**config.mk**
```make
export PLATFORM = sky130hd
export DESIGN_NAME = d_sa_cache_ctrl
export DESIGN_NICKNAME = d
export VERILOG_FILES = /design/src/rtl/d_sa_cache_ctrl.sv
export SDC_FILE = /design/constraint.sdc
export NUM_CORES = 1
export LEC_CHECK = 0
export ABC_AREA = 0
export BUFFER_PORTS_ARGS = -buffer_cell sky130_fd_sc_hd__buf_4
export CORE_AREA = 2 2 310 389
export CTS_CLUSTER_SIZE = 20
export DETAILED_ROUTE_END_ITERATION = 12
export DIE_AREA = 0 0 312 391
export GPL_TIMING_DRIVEN = 0
export SLEW_MARGIN = 25
export SYNTH_ARGS = -nofsm -noshare
export SYNTH_HDL_FRONTEND = slang
export SYNTH_SLANG_ARGS = --single-unit
```
**constraint.sdc**
```tcl
create_clock -name clk -period 5.4 [get_ports clk]
set_input_delay 0 -clock clk [delete_from_list [all_inputs] [get_ports clk]]
set_output_delay 0 -clock clk [all_outputs]
set_load 0.005 [all_outputs]
```
**src/rtl/d_sa_cache_ctrl.sv**
```systemverilog
// d_sa_cache_ctrl
// 2-way set-associative, write-through, no-write-allocate data cache
// controller that sits between a core load/store port and a 128-bit line
// memory. Read hits are answered from local line storage one cycle after
// accept. Read misses fetch a whole line. Every store is forwarded to
// memory as a single 32-bit word write.
//
// Ports
//   clk, reset          : clock (rising edge), asynchronous active-high reset
//   cpu_req_valid/we    : core request strobe and store flag
//   cpu_addr            : word address {tag, index, word_offset}
//   cpu_wdata           : store data
//   cpu_ready           : controller idle, a request may be accepted
//   cpu_resp_valid      : one-cycle completion pulse
//   cpu_rdata           : load data, valid with cpu_resp_valid
//   r_mem_req_out       : one-cycle line read request
//   w_mem_req_out       : one-cycle word write request
//   mem_addr_out        : {tag, index} line address
//   data_mem_wr_data    : store word sent to memory
//   blockoffset_out     : word within the line for the write
//   mem_comp_in         : memory completion (sticky-high after first access)
//   mem_data_in         : line read data
module d_sa_cache_ctrl #(
  parameter int TAG_W   = 6,
  parameter int INDEX_W = 2
) (
  input  logic                       clk,
  input  logic                       reset,
  input  logic                       cpu_req_valid,
  input  logic                       cpu_we,
  input  logic [TAG_W+INDEX_W+1:0]   cpu_addr,
  input  logic [31:0]                cpu_wdata,
  output logic                       cpu_ready,
  output logic                       cpu_resp_valid,
  output logic [31:0]                cpu_rdata,
  output logic                       r_mem_req_out,
  output logic                       w_mem_req_out,
  output logic [TAG_W+INDEX_W-1:0]   mem_addr_out,
  output logic [31:0]                data_mem_wr_data,
  output logic [1:0]                 blockoffset_out,
  input  logic                       mem_comp_in,
  input  logic [127:0]               mem_data_in
);

  localparam int SETS = 1 << INDEX_W;

  typedef enum logic [2:0] {IDLE, RD_REQ, RD_WAIT, WR_REQ, WR_WAIT, RESP} state_t;

  state_t state_q, state_d;

  // Per-set storage: valid/tag/line per way, one LRU bit naming the victim.
  logic [1:0][SETS-1:0] valid_q;
  logic [SETS-1:0]      lru_q;
  logic [TAG_W-1:0]     tag_q  [2][SETS];
  logic [127:0]         line_q [2][SETS];

  // Registered request and memory-side outputs.
  logic                     hit_resp_q;
  logic [31:0]              cpu_rdata_q;
  logic [TAG_W-1:0]         req_tag_q;
  logic [INDEX_W-1:0]       req_idx_q;
  logic [1:0]               req_off_q;
  logic [TAG_W+INDEX_W-1:0] mem_addr_q;
  logic [31:0]              wdata_q;
  logic [1:0]               boff_q;

  function automatic logic [31:0] word_sel(input logic [127:0] line, input logic [1:0] off);
    word_sel = line[{off, 5'b0} +: 32];
  endfunction

  // Address decode of the incoming request.
  logic [TAG_W-1:0]   a_tag;
  logic [INDEX_W-1:0] a_idx;
  logic [1:0]         a_off;
  assign a_tag = cpu_addr[TAG_W+INDEX_W+1 -: TAG_W];
  assign a_idx = cpu_addr[2 +: INDEX_W];
  assign a_off = cpu_addr[1:0];

  logic [1:0] way_hit;
  generate
    for (genvar gi = 0; gi < 2; gi++) begin : g_way
      assign way_hit[gi] = valid_q[gi][a_idx] && (tag_q[gi][a_idx] == a_tag);
    end
  endgenerate

  // At most one way can match, so way 1's match bit is the hit way index.
  logic hit, hit_way, accept, victim, fill;
  assign hit     = |way_hit;
  assign hit_way = way_hit[1];
  assign accept  = cpu_req_valid && (state_q == IDLE);
  assign victim  = lru_q[req_idx_q];
  assign fill    = (state_q == RD_WAIT) && mem_comp_in;

  // State register
  always_ff @(posedge clk or posedge reset) begin
    if (reset) state_q <= IDLE;
    else       state_q <= state_d;
  end

  // Next-state logic. Load hits stay in IDLE so hits can stream one per cycle.
  always_comb begin
    state_d = state_q;
    case (state_q)
      IDLE:    if (accept) begin
                 if (cpu_we)   state_d = WR_REQ;
                 else if (!hit) state_d = RD_REQ;
               end
      RD_REQ:  state_d = RD_WAIT;
      RD_WAIT: if (mem_comp_in) state_d = RESP;
      WR_REQ:  state_d = WR_WAIT;
      WR_WAIT: if (mem_comp_in) state_d = RESP;
      RESP:    state_d = IDLE;
      default: state_d = IDLE;
    endcase
  end

  // Output logic
  always_comb begin
    cpu_ready        = (state_q == IDLE);
    r_mem_req_out    = (state_q == RD_REQ);
    w_mem_req_out    = (state_q == WR_REQ);
    cpu_resp_valid   = hit_resp_q || (state_q == RESP);
    cpu_rdata        = cpu_rdata_q;
    mem_addr_out     = mem_addr_q;
    data_mem_wr_data = wdata_q;
    blockoffset_out  = boff_q;
  end

  // Control state: valid/LRU bits, request capture, response data.
  always_ff @(posedge clk or posedge reset) begin
    if (reset) begin
      valid_q     <= '0;
      lru_q       <= '0;
      hit_resp_q  <= 1'b0;
      cpu_rdata_q <= '0;
      req_tag_q   <= '0;
      req_idx_q   <= '0;
      req_off_q   <= '0;
      mem_addr_q  <= '0;
      wdata_q     <= '0;
      boff_q      <= '0;
    end else begin
      hit_resp_q <= 1'b0;
      if (accept) begin
        if (!cpu_we && hit) begin
          hit_resp_q     <= 1'b1;
          cpu_rdata_q    <= word_sel(line_q[hit_way][a_idx], a_off);
          lru_q[a_idx]   <= ~hit_way;
        end else begin
          req_tag_q  <= a_tag;
          req_idx_q  <= a_idx;
          req_off_q  <= a_off;
          mem_addr_q <= {a_tag, a_idx};
          if (cpu_we) begin
            wdata_q <= cpu_wdata;
            boff_q  <= a_off;
            // Store hit refreshes recency; store miss leaves the set untouched.
            if (hit) lru_q[a_idx] <= ~hit_way;
          end
        end
      end
      if (fill) begin
        valid_q[victim][req_idx_q] <= 1'b1;
        lru_q[req_idx_q]           <= ~victim;
        cpu_rdata_q                <= word_sel(mem_data_in, req_off_q);
      end
    end
  end

  // Tag and line arrays carry no reset; valid bits qualify them.
  always_ff @(posedge clk) begin
    if (accept && cpu_we && hit)
      line_q[hit_way][a_idx][{a_off, 5'b0} +: 32] <= cpu_wdata;
    if (fill) begin
      line_q[victim][req_idx_q] <= mem_data_in;
      tag_q[victim][req_idx_q]  <= req_tag_q;
    end
  end

endmodule

```
Word-level counts from Yosys, hierarchy flattened
Memories as Yosys holds them, arrays and structs flattened.
Index checks and enable logic that the tools add are counted.
W data, S select, Z words.
{"block": "word_totals", "inputBits": 175, "word_cells": 121, "out_inout_bits": 78, "mem_count": 2, "regBits": 100, "ram_bits": 1072}
{"block": "classes", "n_eq_ne": 10, "n_mux": 52, "shift": 4, "order_cmp": 10, "n_reduce_logical": 24, "bitwise_logic": 6, "addsub": 1}
{"memory": "line_q", "depth": 2, "width": 512, "read_ports": 1, "rd_ports_with_merged_regs": 0, "wr": 1, "line": "55", "text": "logic [127:0] line_q [2][SETS];"}
{"memory": "tag_q", "depth": 2, "width": 24, "read_ports": 2, "rd_ports_with_merged_regs": 0, "wr": 1, "line": "54", "text": "logic [TAG_W-1:0] tag_q [2][SETS];"}
{"op": "$mux W512", "n": 4}
{"op": "$demux W128 S2", "n": 2}
{"op": "$mux W128", "n": 4}
{"op": "$reduce_or A512 Y1", "n": 1}
{"op": "$bmux W128 S2", "n": 1}
{"op": "$shiftx A128 B8 Y32", "n": 2}
{"op": "$shift A32 B9 Y128 const A", "n": 1}
{"op": "$shiftx A32 B9 Y128", "n": 1}
{"op": "$mux W32", "n": 3}
{"op": "$mux W6", "n": 5}
{"op": "$bmux W6 S2", "n": 2}
{"op": "$mux W24", "n": 1}
{"op": "$mux W4", "n": 6}
{"op": "$demux W6 S2", "n": 1}
{"op": "$eq A6 B6 Y1", "n": 2}
{"op": "$logic_and A1 B1 Y1", "n": 12}
{"op": "$mux W3", "n": 4}
{"op": "$pmux W3 S4", "n": 1}
{"op": "$mux W1", "n": 10}
{"op": "$neg A7 Y9", "n": 1}
{"op": "$bwmux W4", "n": 2}
{"op": "$or A8 B8 Y8", "n": 1}
{"op": "$bmux W1 S2", "n": 3}
{"op": "$eq A3 B2 Y1 const B", "n": 2}
{"op": "other kinds (21)", "n": 35}

Longest topological paths before layout
{"block": "depth", "depth_word": 14, "ltp_mapped": 14, "depth_no_buf": 9}

Least setup slack after synthesis
Ideal clock, no wire load.
{"block": "synth_path", "path_kind": "register to register", "from": "memory tag_q[1][7] (netlist name)", "to": "memory line_q[1][384] (netlist name), enable pin", "t_required_ns": 4.979, "setup_slack_ns": 1.686, "period_less_slack_ns": 3.714, "path_stages_with_launch": 12, "arrival_ns": 3.293, "n_path_buf": 4, "setup_ns": 0.421, "cell_sequence": "edfxtp_1 > mux2i_1 > xor2_1 > nand4_1 > o32ai_1 > and3_1 > buf_2 > buf_4 > buf_6 > mux2i_1 > buf_2 > nor2_1"}
{"element": "start: declaration", "line": "54"}
{"element": "end: declaration", "line": "55"}

Worst setup path after layout
{"block": "layout_path", "from": "register state_q[2]", "to": "memory line_q[0][208] (netlist name), data pin"}
{"block": "layout_via", "elab_chain_cells": 6}
{"element": "start: declaration", "line": "49", "text": "state_t state_q, state_d;"}
{"element": "start signal: assignment", "line": "97", "text": "else state_q <= state_d;"}
{"element": "$eq A3 B2 Y1", "line": "92", "text": "assign fill = (state_q == RD_WAIT) && mem_comp_in;"}
{"element": "$logic_and A1 B1 Y1", "line": "92"}
{"element": "$mux W1", "line": "174", "text": "if (fill) begin"}
{"element": "$mux W512 (not written as such)", "line": "175", "text": "line_q[victim][req_idx_q] <= mem_data_in;"}
{"element": "$reduce_or A512 Y1 (no line)"}
{"element": "$mux W512 (no line)"}
Every way passes these cells.

==> results.md <==
* Status: finished clean
* Pleak at between 15 and 20 nW
* Final Util at 49.3%
* Highest clock rate at 212 MHz
* Worst-Margin Slew at 1.17 ns
* Row count at 142
* Cells after Synth at 2425
* Worst setup SP type: register
* CTS H-tree depth at 3
* PwrDens at 401 nW/µm²
* Detail Placement HPWL at ~110000 µm
* Gr ovfl total at 0
* Root buffer cell: clkbuf_16
* CTS resizes at 0
* Die H at ~400 µm
* Total number of vias at 28300
* WS Path Type: reg -> reg
* Max-cap violations at 0
* Post-synthesis xor/xnor area fraction at 0.335%
* Compound-gate portion of the synthesized area at 5.17%
* Ys async rst share at 7.90%
* Vias in the first global route at slightly below 30000
* Simple-gate portion of the synthesized area at between 3 and 4%
* Num ports at roughly 250
* CP required at between 5 and 6 ns
* Synth warn at 0
* GP Congestion at 0.857
* Routed vias/inst at 5.97
* Worst Setup Slack, final at roughly 0.68 ns
* WL per Instance at 32.5 µm
* Tcrit/Tclk final at between 80% and 90%
* Power Total at 23.4 mW
* Register area share after synthesis at around three quarters
* Final setup vio count at 0
* Global Route Usage Sum at 25.0%
* Hold crit path type: in -> reg
* Port Buffers at about 250
* Clk_skew at 0.0307 ns
* Min Tclk post-route at 4.72 ns
* Core area at about 120000 µm²
* Number of buffers created by CTS at 113
* Synth unique cells at 51
* Peak VDD IR at 0.262 mV
* Post-Place Worst Slack at 0.829 ns
* WL final at around 150000 µm
* Synth-to-Final Area Change at 24.2%
* DP Area at approximately 53000 µm²
* Synthesized area per cell at roughly 19 µm²
* Area of the multi-input gates at approximately 12000 µm²
* Ys flop type: edfxtp_1
* CP arrival at 5.19 ns
* CTS tree: yes
* Full die area at 122000 µm²
* Later-pin clock latency in the skew report at 0.73 ns
* Largest family of logic cells by synthesized area: multiplexers
* First-pass GRT wire length at 213000 µm
* Worst slew margin at between 20% and 30%
* Reg clk slew, reported paths at approximately 0.060 ns
* Fillers at 9802
* Netlist Area Pre-Place at 47100 µm²
* Routed Antenna Nets at 0
* Min Hold Slack at between 0.09 and 0.1 ns
* Endpoints failing hold at 0
* Final instance area at approximately 59000 µm²
* Starting density of the core at 39.7%
* Iteration-0 DRC Markers at 3585
* Fin nets at about 3200
* Largest net degree at the start of global routing at 68
* Post-route DRC at 0
* CTS Buffer Depth at 3
* Crit end category: register
* CTS sink count at 1164
* DRT Pass-1 Iters at 6
* Initial antenna violation count at 3
* Reg area at 34500 µm²
* Commonest cells after routing, fill and taps aside: edfxtp_1, mux4_2, buf_4
* Commonest non-fill, non-tap cell in the layout: edfxtp_1
* Final Max Slew Viols at 0
* Die W at 312 µm
* Yosys reg bits at ~1200
* Largest fanout on the critical path at 10
* Layout cell share with drive strength beyond 1 at 30.4%
* Post-synthesis net count at 2605
* Mux contribution to synthesized area at between 10% and 20%
* Number of synthesized flops with an enable pin at 1072
* Adder-Cell Fraction of Synth Area at 0.133%
* Unrepaired setup endpoints after global routing: false
==> state kept, by name (all words and copies together), names as in the netlist <==
register,flops
blockoffset_out,2
cpu_rdata,32
data_mem_wr_data,32
hit_resp_q,1
line_q,1024
lru_q,4
mem_addr_out,1
req_idx_q,1
req_off_q,2
req_tag_q,6
state_q,3
tag_q,48
valid_q,8
==> layout make-up <==
type                       instances  share of cell area, %
sequential                      1164                   59.0
multi-input combinational       1090                   20.7
timing repair buffer             523                   9.42
clock buffer                     140                   5.13
tap                             1584                   3.39
buffer                           167                   1.39
clock inverter                    72                   1.01
inverter                           4                 0.0385
antenna                            2                0.00855
==> worst paths after layout <==
| check | startpoint | endpoint | slack [ns] | cells after the start |
|---|---|---|---|---|
| hold / removal | cpu_wdata[10] | data_mem_wr_data[10] | 0.09 | 3 |
| hold reg to reg | valid_q[3] | valid_q[3] | 0.47 | 1 |
| setup reg to reg | state_q[2] | line_q[0][208] | 0.68 | 7 |
| min in group asynchronous | reset | cpu_rdata[20] | 0.42 | 4 |
| setup / recovery | state_q[2] | line_q[0][208] | 0.68 | 7 |
| max in group asynchronous | reset | data_mem_wr_data[29] | 4.21 | 5 |
==> cell usage after synthesis (all sizes together) (18+ instances only) <==
cell type / number / area share [%]
mux2i: 45 / 0.96
o21ai: 69 / 0.73
clkbuf: 84 / 0.67
nand2: 82 / 0.65
a22o: 128 / 2.4
o221ai: 30 / 0.56
mux2: 46 / 1.2
nor2: 220 / 1.8
buf: 83 / 1.0
mux4: 296 / 14
edfxtp: 1072 / 68
a31oi: 18 / 0.24
a32oi: 29 / 0.54
dfrtp: 92 / 4.9
o22ai: 33 / 0.44
==> worst max-delay path, cell delays in order (launching register included) <==
cell and delay [ns]:
dfrtp_1 0.39, clkbuf_1 0.22, nor4b_2 0.76, clkbuf_1 0.72, buf_2 0.47, buf_2 0.47
clkbuf_1 0.85, a22o_1 0.56
==> per-stage QoR <==
stage                     cells  TNS [ns]
after floorplan            2425         0
after global placement     4258  -1181.77
after detailed placement   4324         0
after CTS                  4743         0
after global routing       4744         0
final                      4746         0
==> cell families (layout without fill, tap and decap cells) <==
group	count (synthesis)	in the layout
AO/OA/AOI/OAI	327	327
XOR/XNOR	18	18
adder cells (fa/ha/maj)	5	5
buffers and inverters	171	906
flip-flops	1164	1164
multiplexers	387	387
other	0	2
AND/OR/NAND/NOR	353	353
==> layer usage <==
| metal | up-vias | routed length, µm | track usage, % |
|---|---|---|---|
| met3 | 365 | 13000 | 4.06 |
| met2 | 1742 | 78100 | 43.2 |
| met4 | 0 | 7360 | 11.4 |
| li1 | 11300 | - | - |
| met5 | - | 0 | 0 |
| met1 | 14900 | 55800 | 31.0 |
==> report_power, final <==
group	internal [mW]	switching, mW
Clock	4.32	3.45
Sequential	10.9	0.384
Combinational	1.91	2.47
==> what timing repair did <==
action | 4_1_cts | 5_1_grt
hold buffers | 207 | 0
hold endpoints to repair | 1192 | 0
buffers inserted | 0 | 0
Power figures use the tool's default switching activity.
